--- src/rtl/stream_mux_arb.sv ---
// stream_mux_arb: registered N:1 stream mux with fixed-select or round-robin arbitration
// feeding a one-entry output register with its own valid/ready handshake.
module stream_mux_arb #(
  parameter int NUM_CH = 4,
  parameter int DATA_W = 8,
  parameter int SEL_W  = 2,
  parameter int CNT_W  = 16
) (
  input  logic                     clock,
  input  logic                     reset,
  input  logic [NUM_CH*DATA_W-1:0] a_in,
  input  logic [NUM_CH-1:0]        valid_in,
  output logic [NUM_CH-1:0]        ready_out,
  input  logic                     mode_in,
  input  logic [SEL_W-1:0]         sel_in,
  output logic [DATA_W-1:0]        y_out,
  output logic                     valid_out,
  input  logic                     ready_in,
  output logic [SEL_W-1:0]         grant_out,
  output logic [CNT_W-1:0]         xfer_cnt_out
);
  logic [SEL_W-1:0]  rr_q, rr_d, grant_q, grant_d, cand;
  logic [DATA_W-1:0] y_q, y_d;
  logic [CNT_W-1:0]  cnt_q, cnt_d;
  logic              v_q, v_d, has_cand, load_en, xfer;
  logic [SEL_W:0]    probe;
  // Scan from the farthest offset down so the nearest valid channel after rr_q wins.
  always_comb begin
    cand = '0;
    has_cand = 1'b0;
    probe = '0;
    if (mode_in) begin
      for (int k = NUM_CH - 1; k >= 0; k--) begin
        probe = {1'b0, rr_q} + (SEL_W+1)'(k);
        probe = probe >= (SEL_W+1)'(NUM_CH) ? probe - (SEL_W+1)'(NUM_CH) : probe;
        if (valid_in[probe[SEL_W-1:0]]) begin
          cand = probe[SEL_W-1:0];
          has_cand = 1'b1;
        end
      end
    end else begin
      cand = sel_in;
      has_cand = int'(sel_in) < NUM_CH;
    end
  end
  assign load_en   = !v_q || ready_in;
  assign xfer      = load_en && has_cand && valid_in[cand];
  assign ready_out = (xfer && !reset) ? (NUM_CH)'(1) << cand : '0;
  always_comb begin
    y_d     = xfer ? a_in[cand*DATA_W +: DATA_W] : y_q;
    grant_d = xfer ? cand : grant_q;
    v_d     = load_en ? xfer : v_q;
    cnt_d   = cnt_q + CNT_W'(xfer);
    rr_d    = (xfer && mode_in) ? (int'(cand) == NUM_CH - 1 ? '0 : cand + 1'b1) : rr_q;
  end
  always_ff @(posedge clock or posedge reset) begin
    if (reset) begin
      y_q     <= '0;
      v_q     <= 1'b0;
      grant_q <= '0;
      cnt_q   <= '0;
      rr_q    <= '0;
    end else begin
      y_q     <= y_d;
      v_q     <= v_d;
      grant_q <= grant_d;
      cnt_q   <= cnt_d;
      rr_q    <= rr_d;
    end
  end
  assign y_out        = y_q;
  assign valid_out    = v_q;
  assign grant_out    = grant_q;
  assign xfer_cnt_out = cnt_q;
endmodule

--- config.mk ---
export PLATFORM = sky130hd
export DESIGN_NAME = stream_mux_arb
export DESIGN_NICKNAME = d
export VERILOG_FILES = /design/src/rtl/stream_mux_arb.sv
export SDC_FILE = /design/constraint.sdc
export NUM_CORES = 1
export LEC_CHECK = 0
export CORE_MARGIN = 10
export CORE_UTILIZATION = 45
export DETAILED_ROUTE_END_ITERATION = 6
export HOLD_SLACK_MARGIN = 0.06
export PLACE_DENSITY = 0.85
export SETUP_SLACK_MARGIN = 0.2
export SYNTH_ARGS = -nofsm -noshare
export SYNTH_HDL_FRONTEND = slang
export SYNTH_SLANG_ARGS = --single-unit
--- constraint.sdc ---
create_clock -name clock -period 4.5 [get_ports clock]
set_clock_uncertainty 0.05 [all_clocks]
set_input_delay 0.675 -clock clock [delete_from_list [all_inputs] [get_ports clock]]
set_output_delay 0.675 -clock clock [all_outputs]
set_load 0.1 [all_outputs]
Word-level counts from Yosys, hierarchy flattened. Index checks and enable logic that the tools add are counted.

Add/subtract/negate cells: 9. Order comparisons: 9. Equality and inequality tests: 1. Shifts and indexed selects: 2. Multiplexer cells: 26. Reductions and logical operators: 7.

Operator list (count): 32-bit by 6-bit variable part select with 8-bit output (1); 2-bit two-way mux (10); 16-bit by 1-bit adder with 16-bit output (1); 2-bit by 3-bit < comparator with 1-bit output, second input constant (5); 1-bit binary-select mux with 2-bit select (5); 1-bit two-way mux (10); 3-bit greater-or-equal comparator, second input constant (3); 2-bit by 1-bit subtractor with 2-bit output, second input constant (4); 2-bit by 2-bit adder with 3-bit output, second input constant (2); 1-bit logical AND (4); 4-bit two-way mux (1); 1-bit by 2-bit left shift with 4-bit output, first input constant (1); 2-bit by 1-bit adder with 3-bit output, second input constant (1); 2-bit by 3-bit greater-or-equal comparator with 1-bit output, second input constant (1); 2-bit by 1-bit adder with 2-bit output, second input constant (1); 2-bit by 1-bit equality test with 1-bit output, second input constant (1); 1-bit zero test (2); 1-bit logical OR (1).

Register bits: 29. Logic and storage cells: 59.

Logic depth before layout (Yosys ltp).
Depth in word-level cells: 15. Mapped depth: 14. Mapped depth without buffers: 12.

Worst setup path before layout. No wires, ideal clock.

Path kind: input -> output. Start point: input valid_in[2]. End point: output ready_out[0]. Arrival time: 2.823 ns. Required time: 3.775 ns. Setup slack: 0.952 ns. Stages on the path: 7. Buffers on the path: 1. Cell sequence: mux2i_1 nor2_2 o32a_4 nor3_2 nand2b_4 buf_8 and3_1.

Longest elaborated chain between the ends: 12. Elaborated cells between the ends (all ways): 25. Classes of those cells: shift (1); mux (21); reduce/logical (3).

RTL lines: start: declaration (RTL line 12) `input logic [NUM_CH-1:0] valid_in,`; 1-bit binary-select mux with 2-bit select (RTL line 36) `if (valid_in[probe[SEL_W-1:0]]) begin`; 1-bit two-way mux (implied by the code) (RTL line 36); 2-bit two-way mux (4 in series) (RTL line 36); 2-bit two-way mux (RTL line 32) `if (mode_in) begin`; 1-bit binary-select mux with 2-bit select (RTL line 47) `assign xfer = load_en && has_cand && valid_in[cand];`; 1-bit two-way mux (implied by the code) (RTL line 47); 1-bit logical AND * (RTL line 47); via xfer (RTL line 25) `logic v_q, v_d, has_cand, load_en, xfer;`; 1-bit logical AND * (RTL line 48) `assign ready_out = (xfer && !reset) ? (NUM_CH)'(1) << cand : '0;`; 4-bit two-way mux * (RTL line 48); end: declaration (RTL line 13) `output logic [NUM_CH-1:0] ready_out,`.

The timed path passes the listed nets; every way through them passes the cells marked *. The select of a mux whose other input is x is not followed.

Final worst setup path.
Start point: input valid_in[0]. End point: output ready_out[2].

Longest elaborated chain between the ends: 12. Elaborated cells between the ends (all ways): 25. Classes of those cells: shift (1); mux (21); reduce/logical (3).

RTL lines: 1-bit binary-select mux with 2-bit select (RTL line 36); 1-bit two-way mux (implied by the code) (RTL line 36); 2-bit two-way mux (3 in series) (RTL line 36); 2-bit two-way mux * (RTL line 36); 2-bit two-way mux * (RTL line 32); via cand[0] (RTL line 22) `logic [SEL_W-1:0] rr_q, rr_d, grant_q, grant_d, cand;`; 1-bit binary-select mux with 2-bit select (RTL line 47); 1-bit two-way mux (implied by the code) (RTL line 47); 1-bit logical AND (RTL line 47); 1-bit logical AND (RTL line 48); 4-bit two-way mux * (RTL line 48).

Marked as above.

==> impl_results.md <==
- Synth Area in Adders: ~4.4%
- Post-synthesis sequential area ratio: 42.99%
- Tightest Hold Check Type: register to register
- Critical path buffers and inverters: 3
- Cell Area, Placed: 2495 um2
- Row count: 22
- Clock power share: 12.0%
- Chip width: roughly 80 um
- Die Span Y: a little over 80 um
- Avg Cell Area, Syn: ~11 um2
- CTS Sinks: 29
- CP delay by family, top: simple AND/OR/NAND/NOR gates
- Register bit total from synthesis: 29
- Syn nets: roughly 200
- Number of diodes: 0
- Comb power frac: approximately 63%
- Commonest cells after routing, fill and taps aside: clkdlybuf4s50_1, dfrtp_1, nand2_1, mux2i_1
- Die area: roughly 6600 um2
- Routed WL: between 4000 and 5000 um
- Vias in the first global route: around 1.5k
- Hpwl dp: between 3000 and 4000 um
- Overall routing resource usage: approximately 14%
- Critical path type: primary input to output pin
- Worst Max-Slew Pin Slew: ~1.0 ns
- Top-level port count: between 70 and 80
- # Max-Cap Violations: 0
- Post-CTS sizing: 0
- GR met1 Demand/Resource: roughly 15%
- Final slew viol count: 0
- Pleak: roughly 1.1 nW
- Unique masters post-synth: 40
- Core Box Area: about 3600 um2
- Nature of the critical path endpoint: output pin
- Largest area contributor in the netlist: dfrtp_1
- Fraction of layout cells with a size suffix above 1: between 10% and 20%
- Fillers: approximately 290
- Initial core utilization: roughly 46%
- Final WS setup: between 0.6 and 0.7 ns
- Reg power frac: 24.8%
- Max Clock Freq: 263.0 MHz
- Final Hold Fails: 0
- Via count: ~1.5k
- Final ANT Viol Nets: 0
- Pwr dens: roughly 670 nW/um2
- Cells after synthesis: roughly 150
- Clock-pin slew on the worst setup and hold paths: around 0.060 ns
- VDD IR max: about 440 uV
- Hold_buf cts: 0
- Largest cells by area after synthesis: dfrtp_1, mux2_2, mux2i_1
- Post-synthesis mux area share: a little under an eighth
- GRT busiest layer: met2
- Final net count: 280
- Tcrit/Tclk final: between 80% and 90%
- Synth Warn #: 0
- H-tree Lvls: 2
- Layout Cells excl Fill: ~280
- Drt drc: 0
- GRT met3 Usage: approximately 4.7%
- RSZ-0062 raised after global routing: no
- IO buf count: 72
- Final min period: around 3.8 ns
- Avg WL per Cell: 16.04 um
- Max-slew headroom: between 30 and 40%
- Data arrival, critical path: just over 3 ns
- Synth Cell Area: roughly 1700 um2
- Largest family of logic cells by synthesized area: simple AND/OR/NAND/NOR gates
- Post-synth top area share: 42.99%
- Int Pwr: between 0.7 and 0.8 mW
- Slowest CP cell: or4_4
- Placed insts: about 270
- Total overflow reported by the global router: 0
- Largest stage delay on the critical path: 0.62 ns
- CP Max Fanout: 15
- Simple-gate area share of the yosys netlist: between 10% and 20%
- DP Worst Slack: ~0.58 ns
- Initial antenna violation count: 0
- CTS tree: done
- Most common library cell in the layout ignoring fill and taps: clkdlybuf4s50_1
- Switch share: 55.45%
- First-pass GRT wire length: roughly 7100 um
- Setup violations, final: 0
- Met2 Use GR: a little under a quarter
- Status: completed
- Worst EP required: around 3.8 ns
- Via-to-Cell Ratio: approximately 5.3
- Post-CTS Setup Bufs: 0
- Drt first pass iters: 4
- Placer Congestion: 0.8386
- Area grow syn2layout: 52.71%
- Worst-skew pair later-pin latency: approximately 0.28 ns
- Num CTS Buffers: 5
- CP Launch Type: primary input
- Fin area: 2577 um2
- Synth Area in Compound Gates: between 10% and 20%
- Setup total negative slack: 0 ns
- Cells along the critical path: clkdlybuf4s50_1 -> nand2_1 -> o21ai_0 -> o32a_4 -> inv_2 -> or4_4 -> nand2b_4 -> and3_1 -> buf_12
- Final Power: roughly 1.7 mW
- NetSw: 0.9508 mW
- Count of routing violations after the opening detailed-route iteration: 26
- Root Driver: clkbuf_8
- CTS Buffer Depth: 2
- XOR/XNOR Fraction of Synth Area: between 7 and 8%
- Largest net degree at the start of global routing: 34
==> Yosys cell counts <==
cell type and n:
nor2b_1 2, dfrtp_1 29, o32a_4 1, nand3b_1 1, buf_6 1, buf_2 2, o221a_1 3, o21ai_0 3
nand4_1 1, nor2_2 1, mux2_2 9, a31oi_1 1, a32oi_1 1, o32a_1 1, nor2b_2 1, or4_4 1
o21a_1 1, xnor2_1 9, a21oi_1 1, nor4_1 1, inv_2 1, nor3b_1 2, ha_1 6, mux2i_1 10
a21o_1 1, nand2_1 16, nand2b_4 1, nand2b_1 5, nand3_1 8, xor2_1 5, buf_8 1, o311ai_2 1
nor2_1 5, nor3_2 1, a21oi_2 1, nor3_1 1, or3_1 1, o221a_2 5, and3_1 7, inv_1 6
==> metrics by stage <==
| stage | hold WS (ns) | util, % |
|---|---|---|
| 6_report | 0.4178 | 70.94 |
| 2_1_floorplan | 0.4964 | - |
| 4_1_cts | 0.4249 | 70.94 |
| 3_5_place_dp | 0.4126 | 68.66 |
| 5_1_grt | 0.4435 | 70.94 |
| 3_3_place_gp | 0.4081 | 68.66 |
==> area by class of cell <==
class                           count  area [um2]  area share [%]
Timing Repair Buffer               75       783.3           30.39
Clock buffer                        6       72.57           2.816
Tap cell                           48       60.06           2.330
Multi-Input combinational cell    114       899.6           34.90
Inverter                            7       26.28           1.019
Sequential cell                    29       725.7           28.16
Clock inverter                      2       10.01          0.3883
==> per-layer routing <==
layer | wire [um] | vias to the layer above | share of wire [%]
met5 | 0 | - | 0
met4 | 60 | 0 | 1.3
met2 | 2332 | 47 | 52
met1 | 1769 | 720 | 39
met3 | 344 | 6 | 7.6
li1 | - | 703 | -
==> flip-flops by register name, summed over array words and instances (netlist names) <==
signal / count
grant_out: 2
y_out: 8
rr_q: 2
xfer_cnt_out: 16
valid_out: 1
==> power by group through the flow <==
stage,sequential [mW],combinational [mW],clock [mW]
finish,0.425,1.08,0.205
global route,0.436,1.13,0.223
CTS,0.425,1.09,0.207
detailed placement,0.430,1.09,0
global placement,0.425,1.08,0
floorplan,0.977,0.263,0
==> kinds of logic (layout without fill, tap and decap cells) <==
group	count (synthesis)	count (layout)
DFF	29	29
and+or+nand+nor	55	55
AOI/OAI and AO/OA	20	20
adders and majority gates	6	6
muxes	19	19
xor gates and xnor gates	14	14
buffers and inverters	11	90
==> path summary, 6_finish.rpt <==
path                               endpoint             start  slack [ns]  depth (start not counted)
max                            ready_out[2]       valid_in[0]        0.70                          9
min                        xfer_cnt_out[15]  xfer_cnt_out[15]        0.42                          1
max reg2reg                xfer_cnt_out[14]           rr_q[1]        1.34                         12
min reg2reg                xfer_cnt_out[15]  xfer_cnt_out[15]        0.42                          1
max in group asynchronous   xfer_cnt_out[1]             reset        3.37                          3
min in group asynchronous   xfer_cnt_out[4]             reset        0.75                          3
Note: power is estimated with default switching activity, not from simulation.
